### src/rtl/mips_multicycle_ctrl.sv
// mips_multicycle_ctrl: main control FSM sequencing fetch/decode/execute/memory/writeback for the multicycle MIPS core
module mips_multicycle_ctrl #(
    parameter int MEM_WAIT_MAX = 16
) (
    input  logic       clk,
    input  logic       reset,
    input  logic [5:0] opcode,
    input  logic [5:0] funct,
    input  logic       Zero,
    input  logic       overflow,
    input  logic       mem_ready,
    output logic [1:0] ALUOp,
    output logic       ALUSrcA,
    output logic [1:0] ALUSrcB,
    output logic       IorD,
    output logic       mem_read,
    output logic       mem_write,
    output logic       IRWrite,
    output logic       RegDst,
    output logic       MemtoReg,
    output logic       RegWrite,
    output logic [1:0] PCSrc,
    output logic       pc_en,
    output logic       exc_ovf,
    output logic       exc_ill,
    output logic       bus_err,
    output logic [3:0] state
);
    localparam int CW = $clog2(MEM_WAIT_MAX + 1);

    typedef enum logic [3:0] {
        RST = 4'd0, FETCH = 4'd1, DECODE = 4'd2, MEMADR = 4'd3, MEMRD = 4'd4,
        MEMWB = 4'd5, MEMWR = 4'd6, EXEC = 4'd7, ALUWB = 4'd8, BRANCH = 4'd9,
        ADDIEX = 4'd10, ADDIWB = 4'd11, JUMP = 4'd12, ILL = 4'd13
    } state_t;

    state_t        cur, nxt;
    logic [CW-1:0] cnt;
    logic          ovf_q, mem_st, timeout, funct_unused;

    assign funct_unused = ^funct;
    assign state        = cur;
    assign mem_st       = cur == FETCH || cur == MEMRD || cur == MEMWR;
    assign timeout      = mem_st && !mem_ready && cnt == CW'(MEM_WAIT_MAX - 1);

    // state register
    always_ff @(posedge clk or posedge reset)
        if (reset) cur <= RST;
        else       cur <= nxt;

    // memory wait counter restarts on every state change or timeout; overflow latched at the end of the ALU step
    always_ff @(posedge clk or posedge reset)
        if (reset) begin
            cnt   <= '0;
            ovf_q <= 1'b0;
        end else begin
            cnt <= (nxt != cur || timeout) ? '0 : (mem_st && !mem_ready) ? cnt + 1'b1 : cnt;
            if (cur == EXEC || cur == ADDIEX) ovf_q <= overflow;
        end

    // next-state logic
    always_comb begin
        nxt = FETCH;
        case (cur)
            FETCH:  nxt = mem_ready ? DECODE : FETCH;
            DECODE: case (opcode)
                6'b100011, 6'b101011: nxt = MEMADR;
                6'b000000:            nxt = EXEC;
                6'b000100, 6'b000101: nxt = BRANCH;
                6'b001000:            nxt = ADDIEX;
                6'b000010:            nxt = JUMP;
                default:              nxt = ILL;
            endcase
            MEMADR: nxt = opcode == 6'b100011 ? MEMRD : MEMWR;
            MEMRD:  nxt = mem_ready ? MEMWB : timeout ? FETCH : MEMRD;
            MEMWR:  nxt = (mem_ready || timeout) ? FETCH : MEMWR;
            EXEC:   nxt = ALUWB;
            ADDIEX: nxt = ADDIWB;
            default: nxt = FETCH;
        endcase
    end

    // control outputs decoded from state, qualified by handshake, branch flag and latched overflow
    always_comb begin
        ALUOp = 2'b00; ALUSrcA = 1'b0; ALUSrcB = 2'b00; IorD = 1'b0;
        mem_read = 1'b0; mem_write = 1'b0; IRWrite = 1'b0; RegDst = 1'b0;
        MemtoReg = 1'b0; RegWrite = 1'b0; PCSrc = 2'b00; pc_en = 1'b0;
        exc_ovf = 1'b0; exc_ill = 1'b0; bus_err = 1'b0;
        case (cur)
            FETCH: begin
                mem_read = 1'b1; ALUSrcB = 2'b01; ALUOp = 2'b01;
                IRWrite = mem_ready; pc_en = mem_ready; bus_err = timeout;
            end
            DECODE: begin ALUSrcB = 2'b11; ALUOp = 2'b01; end
            MEMADR, ADDIEX: begin ALUSrcA = 1'b1; ALUSrcB = 2'b10; ALUOp = 2'b01; end
            MEMRD: begin mem_read = 1'b1; IorD = 1'b1; bus_err = timeout; end
            MEMWB: begin RegWrite = 1'b1; MemtoReg = 1'b1; end
            MEMWR: begin mem_write = !timeout; IorD = 1'b1; bus_err = timeout; end
            EXEC:  ALUSrcA = 1'b1;
            ALUWB: begin RegDst = 1'b1; RegWrite = !ovf_q; exc_ovf = ovf_q; end
            ADDIWB: begin RegWrite = !ovf_q; exc_ovf = ovf_q; end
            BRANCH: begin
                ALUSrcA = 1'b1; PCSrc = 2'b01;
                ALUOp = opcode[0] ? 2'b11 : 2'b10; pc_en = Zero ^ opcode[0];
            end
            JUMP: begin PCSrc = 2'b10; pc_en = 1'b1; end
            ILL:  exc_ill = 1'b1;
            default: ;
        endcase
    end
endmodule

### config.mk
export PLATFORM = sky130hd
export DESIGN_NAME = mips_multicycle_ctrl
export DESIGN_NICKNAME = d
export VERILOG_FILES = /design/src/rtl/mips_multicycle_ctrl.sv
export SDC_FILE = /design/constraint.sdc
export NUM_CORES = 1
export LEC_CHECK = 0
export ABC_AREA = 1
export CAP_MARGIN = 0
export CORE_ASPECT_RATIO = 0.7
export CORE_MARGIN = 4
export CORE_UTILIZATION = 45
export CTS_BUF_LIST = sky130_fd_sc_hd__clkbuf_4
export DETAILED_ROUTE_END_ITERATION = 8
export PLACE_DENSITY_LB_ADDON = 0.08
export SETUP_SLACK_MARGIN = 0.1
export SYNTH_ARGS = -nofsm -noshare
export SYNTH_HDL_FRONTEND = slang
export SYNTH_SLANG_ARGS = --single-unit
### constraint.sdc
create_clock -name clk -period 2.8 [get_ports clk]
set_input_delay 0.56 -clock clk [delete_from_list [all_inputs] [get_ports clk]]
set_output_delay 0.56 -clock clk [all_outputs]
set_load 0.005 [all_outputs]
==> metrics.md <==
| Metric | Value |
|---|---|
| Run status | finished, final reports clean |
| Port buffer count | 32 |
| CP bufs+invs | 4 |
| Max clock buf depth | 2 |
| Fin cells | 204 |
| Critical path type | in -> out |
| Gp weighted congestion | 0.8799 |
| Worst path max stage delay | 0.51 ns |
| Starting density of the core | 47.37% |
| Crit path DAT | 2.03 ns |
| CTS root buffer | clkbuf_4 |
| Total CTS buffers | 3 |
| H-tree levels | 1 |
| R2r startpoint | cnt[0] |
| Delay-heaviest family, CP | buffers and inverters |
| RR Endpoint | cnt[3] |
| Fillers | 181 |
| Met1 WL | 1.219 mm |
| RSZ-0062 raised after global routing | no |
| Nets@finish | 202 |
| Final WL | 2.536 mm |
| Commonest non-fill, non-tap cell in the layout | clkdlybuf4s50_1 |
| CTS tree | done |
| Die height | 44.97 µm |
| Clk_skew | 0.002082 ns |
| Chip Width | 60.81 µm |
| Row cnt | 13 |
| Hold Path Class | reg -> reg |
| DP HPWL | 2.115 mm |
| Crit path max-delay cell type | clkdlybuf4s50_1 |
| Wire per inst | 12.43 µm |
| Layout cells sized above 1 | 11.54% |
| Area growth syn-to-layout | 43.31% |
| Core ar. | 1854 µm² |
| Worst setup startpoint | mem_ready |
| DR iter-0 viols | 87 |
| Syn Nets | 165 |
| Multi-input gate area | 524.3 µm² |
| Cell count after synthesis | 146 |
| GR Overflow Total | 0 |
| Relative slew slack | 74.85% |
| Max-Cap Viols | 0 |
| Nature of the critical path endpoint | output port |
| Critical path, cell by cell | clkdlybuf4s50_1 -> inv_1 -> nand3_1 -> nand2_1 -> nand2_1 -> inv_1 -> clkdlybuf4s50_1 |
| # DRC | 0 |
| Vias per std cell | 5.098 |
| Top achievable clock speed | 385.7 MHz |
| Synth area leaders | dfrtp_1 (28%), nor2_1 (13%), inv_1 (11%) |
| Top-area cell type share of the netlist area | 28.49% |
| Flop2flop setup slack | 0.82 ns |
| Clock Latency Late Sink | 0.27 ns |
| Mean Syn Cell Area | 6.016 µm² |
| Critical path fanouts, max | 6 |
| Clock Pin Slew Worst Setup and Hold Paths | 0.07 ns |
| Worst slew pin tran | 0.3769 ns |
| Global-route wire length before repair | 4.215 mm |
| Hold endpoint | cnt[0] |
| Yosys warning count | 0 |
| Met2 Wirelength | 1.143 mm |
| I/O pin cnt | 39 |
| Yosys reg bits | 10 |
| Worst vdd ir | 0.0006719 V |
| Mapped Area | 878.3 µm² |
| Seq/Total Area, Yosys | 28.49% |
| Hold violation count in the final report | 0 |
| Setup crit start kind | input pin |
| Hold depth | 1 |
| Post-DRT Antenna Nets | 0 |
| TNS Setup | 0 ns |
| Hold Crit Start | cnt[0] |
| Cell area power density | 925.6 nW/µm² |
| First-pass DRT Iterations | 4 |
| Setup Buffers After CTS | 0 |
| Final min period | 2.593 ns |
| Via count | 1040 |
| Clock sink total | 10 |
| Unique masters post-synth | 18 |
| Met3 Routed Length | 162 µm |
| Final Slew Violations | 0 |
| Placed insts | 200 |
| Largest net degree at the start of global routing | 11 |
| CP required | 2.24 ns |
| Initial antenna violation count | 0 |
| Register area | 252.7 µm² |
| Commonest cells after routing, fill and taps aside | clkdlybuf4s50_1 (31), nor2_1 (28), nand2_1 (26) |
| Setup violators final | 0 |
| Number of diodes | 0 |
| Number of global-route vias before repair | 926 |
| Total global-route track usage | 20.50% |
| Area leader, netlist | dfrtp_1 |
| DIE AREA | 2734 µm² |
| Leak Pwr | 0.6184 nW |
| R2R cell count | 15 |
| Crit share post-route | 92.60% |
| DR top layer | met4 |
## routing by layer
metal	GRT usage (%)	vias up
met5	0	-
met4	1.299	0
met3	5.429	2
met2	31.56	34
met1	30.23	472
li1	-	532
## power by group
group,switching [W],leakage [nW],internal (W)
clock,0.0000547,0.0154,0.0000516
combinational,0.000436,0.474,0.000372
sequential,0.0000586,0.129,0.000191
total,0.000550,0.618,0.000615
## area by class of cell
cell class,instances,area share [%]
inverters,29,8.648
well taps,22,2.187
clock inverters,1,0.2982
repair buffers,32,25.35
clock buffers,3,1.789
multi-input cells,107,41.65
flip-flops and latches,10,20.08
## cells in the mapped netlist
| library cell | number |
|---|---|
| nor2_4 | 1 |
| a21oi_1 | 5 |
| o22ai_1 | 1 |
| o21ai_0 | 6 |
| dfrtp_1 | 10 |
| nor3_1 | 3 |
| nand3_1 | 18 |
| nand2_1 | 26 |
| nand4_1 | 3 |
| nand2_2 | 4 |
| nor2_2 | 4 |
| nand2_4 | 1 |
| nor2_1 | 30 |
| ha_1 | 2 |
| inv_2 | 3 |
| xor2_1 | 2 |
| xnor2_1 | 1 |
| inv_1 | 26 |
## state kept, by name, indices dropped and copies added, names as in the netlist
name   cells
ovf_q      1
cnt        5
state      4
## through the flow
stage                power, W  cell area [µm²]  setup slack, ns  hold WS [ns]  utilization (%)
floorplan           0.0006853            878.3            1.046        0.4002                -
global placement     0.001025             1226           0.1173        0.4534            66.13
detailed placement   0.001046             1226          0.08799        0.4607            66.13
CTS                  0.001152             1251           0.1626        0.4698            67.48
global route         0.001276             1259           0.1047        0.4908            67.88
finish               0.001165             1259           0.2072        0.4709            67.88
## logic make-up (layout without fill, tap and decap cells)
logic type / after synthesis / after routing / share of synthesized area (%)
DFF: 10 / 10 / 28.49
and+or+nand+nor: 90 / 90 / 46.30
AOI/OAI and AO/OA: 12 / 12 / 6.980
xor gates and xnor gates: 3 / 3 / 2.992
adders and majority gates: 2 / 2 / 2.849
buffers and inverters: 29 / 65 / 12.39
## worst max-delay path by stage
stage | end | depth (start not counted) | slack, ns
4_1_cts | ALUOp[0] | 7 | 0.16
3_3_place_gp | mem_write | 8 | 0.12
6_report | bus_err | 7 | 0.21
3_5_place_dp | mem_write | 8 | 0.09
5_1_grt | ALUOp[0] | 7 | 0.10
2_1_floorplan | mem_write | 7 | 1.05
## timing repair
item / in CTS / in global routing
hold buffers: 0 / 0
setup endpoints to repair: 1 / 5
pin swaps: 0 / 0
gates resized for setup: 1 / 5
## worst register-to-register path, stage by stage, from the launching register on
cell and delay, ns:
dfrtp_1 0.40, ha_1 0.23, nand2_1 0.08, nor2_1 0.05, ha_1 0.20, inv_1 0.09, nand2_1 0.06, nand3_1 0.08
nand3_1 0.10, nor2_4 0.12, nand2_2 0.06, nand2_1 0.05, nand2_1 0.06, nor2_2 0.12, nand2_2 0.10, nor2_1 0.10
(Power assumes the default switching activity.)
